**src/rtl/micro_secuenciador.sv**
```systemverilog
// Microprogram sequencer: uPC drives async control-store ROM, next address from CONT/FIN/SALTO/COND/MAP, registered control field.
// Start latency 2 cycles to first control word; espera stalls everything in EJECUTA; MICRO_PILA_EN adds a 4-deep CALL/RET stack.
module micro_secuenciador #(
    parameter int ANCHO     = 20,
    parameter int ANCHO_DIR = 8
) (
    input  logic                        clk,
    input  logic                        rst_n,
    input  logic                        inicio,
    input  logic                        espera,
    input  logic [2:0]                  cond,
    input  logic [ANCHO_DIR-1:0]        dir_map,
    output logic [ANCHO_DIR-1:0]        rom_dir,
    input  logic [ANCHO-1:0]            rom_dato,
    output logic [ANCHO-5-ANCHO_DIR:0]  control,
    output logic                        ocupado,
    output logic                        listo,
    output logic                        error_pila
);
    localparam int CW = ANCHO - 4 - ANCHO_DIR;

    typedef enum logic {INACTIVO, EJECUTA} estado_t;

    estado_t              estado;
    logic                 arranque;
    logic [ANCHO_DIR-1:0] upc;
    logic [ANCHO_DIR-1:0] upc_inc;
    logic [ANCHO_DIR-1:0] siguiente;
    logic [1:0]           modo;
    logic [1:0]           sel;
    logic [ANCHO_DIR-1:0] dir;
    logic [CW-1:0]        ctrl;
    logic                 cond_ok;
    logic                 es_fin;

    assign modo    = rom_dato[ANCHO-1:ANCHO-2];
    assign sel     = rom_dato[ANCHO-3:ANCHO-4];
    assign dir     = rom_dato[ANCHO-5 -: ANCHO_DIR];
    assign ctrl    = rom_dato[CW-1:0];
    assign upc_inc = upc + ANCHO_DIR'(1);
    assign rom_dir = upc;

`ifdef MICRO_PILA_EN
    logic [ANCHO_DIR-1:0] pila [4];
    logic [2:0]           sp;
    logic [2:0]           sp_m1;
    logic                 push;
    logic                 pop;
    logic                 avanza;
    logic                 err_q;

    assign sp_m1      = sp - 3'd1;
    assign avanza     = (estado == EJECUTA) && !espera;
    assign error_pila = err_q;
`else
    assign error_pila = 1'b0;
`endif

    always_comb begin
        case (sel)
            2'b00:   cond_ok = cond[0];
            2'b01:   cond_ok = cond[1];
            2'b10:   cond_ok = cond[2];
            default: cond_ok = !cond[0];
        endcase
    end

    always_comb begin
        siguiente = upc_inc;
        es_fin    = 1'b0;
`ifdef MICRO_PILA_EN
        push      = 1'b0;
        pop       = 1'b0;
`endif
        case (modo)
            2'b00: es_fin = (sel == 2'b11);
            2'b01: begin
                siguiente = dir;
`ifdef MICRO_PILA_EN
                if (sel == 2'b01) begin
                    push = 1'b1;
                end else if (sel == 2'b10) begin
                    pop       = 1'b1;
                    // Underflow returns to the routine entry point.
                    siguiente = (sp == 3'd0) ? '0 : pila[sp_m1[1:0]];
                end
`endif
            end
            2'b10: if (cond_ok) siguiente = dir;
            default: siguiente = dir_map;
        endcase
    end

    // The start request is captured first, so state changes one edge later.
    always_ff @(posedge clk or negedge rst_n) begin
        if (!rst_n) begin
            estado   <= INACTIVO;
            arranque <= 1'b0;
            upc      <= '0;
            control  <= '0;
            ocupado  <= 1'b0;
            listo    <= 1'b0;
        end else begin
            listo <= 1'b0;
            case (estado)
                INACTIVO: begin
                    if (arranque) begin
                        estado   <= EJECUTA;
                        ocupado  <= 1'b1;
                        arranque <= 1'b0;
                    end else begin
                        arranque <= inicio;
                    end
                end
                default: begin
                    if (!espera) begin
                        if (es_fin) begin
                            estado  <= INACTIVO;
                            ocupado <= 1'b0;
                            upc     <= '0;
                            control <= '0;
                            listo   <= 1'b1;
                        end else begin
                            upc     <= siguiente;
                            control <= ctrl;
                        end
                    end
                end
            endcase
        end
    end

`ifdef MICRO_PILA_EN
    always_ff @(posedge clk or negedge rst_n) begin
        if (!rst_n) begin
            sp    <= '0;
            err_q <= 1'b0;
            for (int i = 0; i < 4; i++) pila[i] <= '0;
        end else if (avanza) begin
            if (es_fin) begin
                sp <= '0;
            end else if (push) begin
                if (sp == 3'd4) begin
                    err_q <= 1'b1;
                end else begin
                    pila[sp[1:0]] <= upc_inc;
                    sp            <= sp + 3'd1;
                end
            end else if (pop) begin
                if (sp == 3'd0) err_q <= 1'b1;
                else            sp    <= sp_m1;
            end
        end
    end
`endif

endmodule

```
**config.mk**
```make
export PLATFORM = sky130hd
export DESIGN_NAME = micro_secuenciador
export DESIGN_NICKNAME = d
export VERILOG_FILES = /design/src/rtl/micro_secuenciador.sv
export SDC_FILE = /design/constraint.sdc
export NUM_CORES = 1
export LEC_CHECK = 0
export BUFFER_PORTS_ARGS = -buffer_cell sky130_fd_sc_hd__buf_2
export CORE_MARGIN = 2
export CORE_UTILIZATION = 35
export DETAILED_ROUTE_END_ITERATION = 7
export GPL_TIMING_DRIVEN = 1
export PLACE_DENSITY = 0.72
export SYNTH_ARGS = -nofsm -noshare
export SYNTH_HDL_FRONTEND = slang
export SYNTH_SLANG_ARGS = --single-unit
```
**constraint.sdc**
```tcl
create_clock -name clk -period 1.75 [get_ports clk]
set_input_delay 0.35 -clock clk [delete_from_list [all_inputs] [get_ports clk]]
set_output_delay 0.35 -clock clk [all_outputs]
set_load 0.005 [all_outputs]
```
=== Yosys cells after proc, flatten, opt, wreduce, memory -nomap -nowiden ===
Cells that the tools add are included.

* Input port bits: 35
* Bits in latches: 0
* Output and inout bits: 19
* Flip-flop bits (word level): 20
* ROM bits: 0
* Memories: 0
* Word-level logic and storage cells: 39
* Bits in writable memories: 0

* Magnitude comparators: 0
* Reduce and logical (&&, ||, !) cells: 6
* Eq/ne operators: 7
* $mul: 0
* Bitwise logic cells: 1
* Shift-type cells: 0
* Multiplexer cells: 18
* Divide/modulo/power cells: 0
* $add $sub $neg: 1

{| class="wikitable"
|+ Operators with widths
! operator !! count
|-
| 2-to-1 mux 8 bit || 3
|-
| case mux 8 bit (3 select lines) || 1
|-
| 2-to-1 mux 1 bit || 13
|-
| adder 8 x 1 -> 8 bit, second input constant || 1
|-
| == test 2 bit, second input constant || 3
|-
| == test 2 x 1 -> 1 bit, second input constant || 2
|-
| zero test 2 bit || 2
|-
| case mux 1 bit (3 select lines) || 1
|-
| AND reduction 3 bit || 1
|-
| != test 2 x 1 -> 1 bit, second input constant || 1
|-
| != test 2 bit, second input constant || 1
|-
| AND reduction 2 bit || 1
|-
| nonzero test 2 bit || 1
|-
| zero test 1 bit || 1
|-
| NOT 1 bit || 1
|}

=== Depth between registers and ports, before layout ===
* Word-level depth: 5
* Gate-level depth with buffers: 6
* Gate-level depth less buffers: 6

=== Worst setup path after synthesis ===
No wires, ideal clock.

* Kind: input to register
* Start: input espera
* End: register upc[0] (netlist: rom_dir[0])
* Setup time: 0.082 ns
* Arrival: 1.309 ns
* Data required time: 1.668 ns
* Path slack: 0.359 ns
* Buffers on the path: 2
* Stages on the path: 6
* Cells stage by stage: nand2b_1 clkbuf_1 a31oi_1 buf_2 o221ai_1 o22ai_1

* Cells in the longest elaborated chain, start to end: 2

{| class="wikitable"
|+ Ends and longest elaborated chain
! element !! line !! source
|-
| start, declared || 10 || <nowiki>input logic espera,</nowiki>
|-
| NOT 1 bit (no line) || n/a ||
|-
| AND reduction 2 bit (no line) || n/a ||
|-
| end signal, assigned || 124 || <nowiki>upc <= siguiente;</nowiki>
|-
| end, declared || 26 || <nowiki>logic [ANCHO_DIR-1:0] upc;</nowiki>
|}

Every way passes these cells.
A chain may end at the register's enable or synchronous reset.

=== Worst setup path after layout ===
* Start: register upc[2] (netlist: rom_dir[2])
* End: register upc[7] (netlist: rom_dir[7])

* Cells in the longest elaborated chain, start to end: 4

{| class="wikitable"
|+ Ends and longest elaborated chain
! element !! line !! source
|-
| adder 8 x 1 -> 8 bit * || 40 || <nowiki>assign upc_inc = upc + ANCHO_DIR'(1);</nowiki>
|-
| 2-to-1 mux 8 bit || 89 || <nowiki>2'b10: if (cond_ok) siguiente = dir;</nowiki>
|-
| case mux 8 bit (3 select lines) * || 75 || <nowiki>case (modo)</nowiki>
|-
| 2-to-1 mux 8 bit * || 117 || <nowiki>if (es_fin) begin</nowiki>
|}

Every way passes the cells marked *; elsewhere a longest branch is shown, timed or not.

==> key figures <==
Placement
  • GPL Wtd Cong: 0.7804
  • Dpl ws: 0.1401 ns
  • Post-DP HPWL: 2339 microns
  • Inst Count DP: 211
  • Port-buffer cells: 52

Setup path
  • Worst path top cell family by delay: compound AO/OA/AOI/OAI gates
  • Crit-path cells: nand3_1, nor4_1, o2111ai_1, o211a_1, o2bb2ai_2
  • CP required: just under 2 ns
  • CP Capture Type: flop
  • Worst path bufs/invs: 0
  • Startpoint types: flop
  • Worst path max stage delay: 0.47 ns
  • Crit-path max FO: 6
  • CP Class: reg -> reg
  • Critical Path Slowest Stage Cell: dfrtp_1
  • Worst EP arrival: 1.71 ns

STA
  • RSZ-0062 raised after global routing: no
  • Worst Clk Skew: 0.009095 ns
  • Final Hold Fails: 0
  • Setup TNS Final: 0 ns
  • Final setup vio count: 0
  • Fmax achieved: between 0.6 and 0.7 GHz
  • Post-route minimum period: 1.479 ns
  • Fin worst setup slack: 0.2713 ns
  • Final critical-path share of the clock period: 84.50%
  • Max-slew violations: 0

Clock network
  • CTS tree: yes
  • Root Driver: clkbuf_4
  • Postcts setup bufs: 0
  • Clk slew on worst S/H paths: 0.13 ns
  • CTS Buf Count: 3
  • H-tree Lvls: 1
  • Clock Latency Late Sink: 0.30 ns
  • Max Root-Sink Buffers: 2
  • Clk sinks: 20
  • Post-CTS Resized: 0

Detailed routing
  • Antenna-violating nets left: 0
  • Wire per inst: 13.63 microns
  • First drt pass iteration count: 4
  • Avg Vias per Cell: 5.208
  • DRC: 0
  • DRT iter0 DRCs: 56
  • Final WL: 2945 microns
  • Vias: 1,125

Logic synthesis
  • #FFs+latches synth: 20
  • Synth warnings: 0
  • Post-Synth XOR/XNOR Area: under 10%
  • Synth Area in Compound Gates: 27.48%
  • Post-Syn Area: 0.001161 sq mm
  • Multiplexer share of the synthesized area: 5.280%
  • Synth Area in Simple Gates: between 10 and 15%
  • Area share of fa/ha/maj cells after synthesis: 1.078%
  • Syn_area_per_cell: 9.840 sq um
  • Syn Inst Count: 118
  • Register area share after synthesis: 43.10%
  • Syn nets: 154
  • Distinct cell type count after synthesis: 40
  • Largest family of logic cells by synthesized area: compound AO/OA/AOI/OAI gates

Floorplanning
  • Die width: 61.60 microns
  • Chip height: just over 60 microns
  • Core area: 0.003103 sq mm
  • Ports: 54
  • Starting Density: a little under two fifths
  • Rows: 20
  • Die area: 0.003794 sq mm

Cells and area
  • Nets: 209
  • Storage cell area: 500.5 sq um
  • Antenna Diode Count: 0
  • Final std cells w/o fill: ~220
  • Share of layout cells above drive strength 1: approximately two fifths
  • Filler cell count: roughly 320
  • Footprint of the multi-input gates: around 610 sq um
  • Synthesis-to-finish area growth: 32.54%

GRT
  • Vias in the first global route: 1,073
  • Largest net degree at the start of global routing: 21
  • Initial antenna violation count: 0
  • GRT overflow: 0
  • GRT Util Overall: 16.30%
  • First-pass GRT wire length: 4588 microns

Power
  • Pwr/cell area: 1019 mW/mm^2
  • Worst VDD drop: around 0.38 mV
  • Leak Pwr: ~0.77 nW

Worst hold path
  • Worst hold path type: in -> reg

Run status
  • Status: complete, no violations

Flow run
  • Max_cap viols: 0
cell usage after synthesis, drive strengths merged:
| cell type | instances | area share, % |
|---|---|---|
| nor2 | 11 | 3.6 |
| o31ai | 1 | 0.65 |
| o21ai | 10 | 4.3 |
| ha | 1 | 1.1 |
| nor3 | 1 | 0.86 |
| o221ai | 2 | 1.5 |
| nor2b | 2 | 1.1 |
| o2111ai | 1 | 0.75 |
| o211ai | 4 | 4.2 |
| a21oi | 3 | 1.6 |
| xor2 | 3 | 2.3 |
| conb | 1 | 0.32 |
| a22oi | 5 | 3.2 |
| nor4 | 1 | 0.54 |
| inv | 5 | 1.6 |
| o22ai | 1 | 0.54 |
| nand3 | 4 | 1.7 |
| xnor2 | 2 | 1.5 |
| or3 | 1 | 0.97 |
| a31oi | 1 | 0.54 |
| a211oi | 1 | 1.1 |
| o2bb2ai | 1 | 1.3 |
| dfrtp | 20 | 43 |
| and2b | 1 | 0.65 |
| o211a | 1 | 0.86 |
| and2 | 1 | 0.75 |
| a32o | 1 | 0.86 |
| nand2b | 1 | 0.54 |
| a22o | 8 | 6.0 |
| buf | 3 | 1.7 |
| nor4b | 1 | 0.75 |
| clkbuf | 2 | 0.65 |
| nand2 | 11 | 3.6 |
| mux2i | 5 | 4.3 |
| mux2 | 1 | 0.97 |
layer usage:
| layer | wire length (microns) | track usage (%) | up-vias | share of wire [%] |
|---|---|---|---|---|
| li1 | - | - | 544 | - |
| met5 | 0 | 0 | - | 0 |
| met1 | 1186 | 18.77 | 526 | 40 |
| met2 | 1478 | 30.98 | 51 | 50 |
| met3 | 259 | 2.941 | 4 | 8.8 |
| met4 | 20 | 3.647 | 0 | 0.68 |
sequential cells by signal, summed over array words and instances, names as in the netlist:
name	count
ocupado	1
listo	1
arranque	1
estado	1
rom_dir	8
control	8
worst reg2reg max path, cell delays in order, from the launching register on:
cell and delay [ns]:
dfrtp_1 0.47, nand3_1 0.16, nor4_1 0.29, o2111ai_1 0.18, o211a_1 0.17, o2bb2ai_2 0.14
area by class of cell:
class / instances / area share [%]
Sequential cell: 20 / 32.52
Multi-Input combinational cell: 88 / 39.92
Clock inverter: 1 / 1.951
Inverter: 5 / 1.220
Clock buffer: 3 / 1.463
Tap cell: 44 / 3.577
Timing Repair Buffer: 55 / 19.35
kinds of logic (layout without fill, tap and decap cells):
group / after synthesis / count (layout)
compound gates: 40 / 40
xor+xnor: 5 / 5
fa+ha+maj: 1 / 1
buf+inv: 10 / 64
flops: 20 / 20
mux: 6 / 6
other cells: 1 / 1
simple gates: 35 / 35
repair_timing:
action,in CTS,in global routing
endpoints found under the setup margin,0,0
hold endpoints to repair,20,0
hold buffers,1,0
worst paths after layout:
path                            slack [ns]    endpoint       start  cells after the start
worst max-delay path                  0.27  rom_dir[7]  rom_dir[2]                      5
worst min-delay path                  0.23    arranque      inicio                      3
worst max register to register        0.27  rom_dir[7]  rom_dir[2]                      5
worst min register to register        0.51  control[4]  control[4]                      1
max in group asynchronous             0.92  control[3]       rst_n                      2
min in group asynchronous             0.51  rom_dir[3]       rst_n                      2
metrics by stage:
step | hold WS (ns) | cell area, sq um | util [%] | total power (W)
2_1_floorplan | 0.05441 | 1161 | - | 0.0009597
3_3_place_gp | 0.3218 | 1476 | 47.58 | 0.001175
3_5_place_dp | 0.3290 | 1476 | 47.58 | 0.001201
4_1_cts | 0.2250 | 1539 | 49.60 | 0.001585
5_1_grt | 0.2216 | 1539 | 49.60 | 0.001677
6_report | 0.2296 | 1539 | 49.60 | 0.001569
cell usage in the layout, fill, tap and decap left out, types with 2 or more instances in the layout:
cell,instances
inv_1,5
a22oi_1,5
nand3_1,4
xor2_1,3
buf_2,52
o21ai_0,5
clkbuf_4,3
o211ai_1,2
nand2_1,11
nor2_1,11
a21oi_1,2
o221ai_1,2
dfrtp_1,20
nor2b_1,2
mux2i_1,5
xnor2_1,2
a22o_1,8
o21ai_1,5
power breakdown:
part           switching, W  total, W  internal (W)  leakage (nW)
clock network      0.000150  0.000381      0.000231        0.0279
logic              0.000247  0.000507      0.000260         0.494
registers          0.000107  0.000681      0.000575         0.245
total              0.000503   0.00157       0.00107         0.767
(Power assumes the default switching activity.)
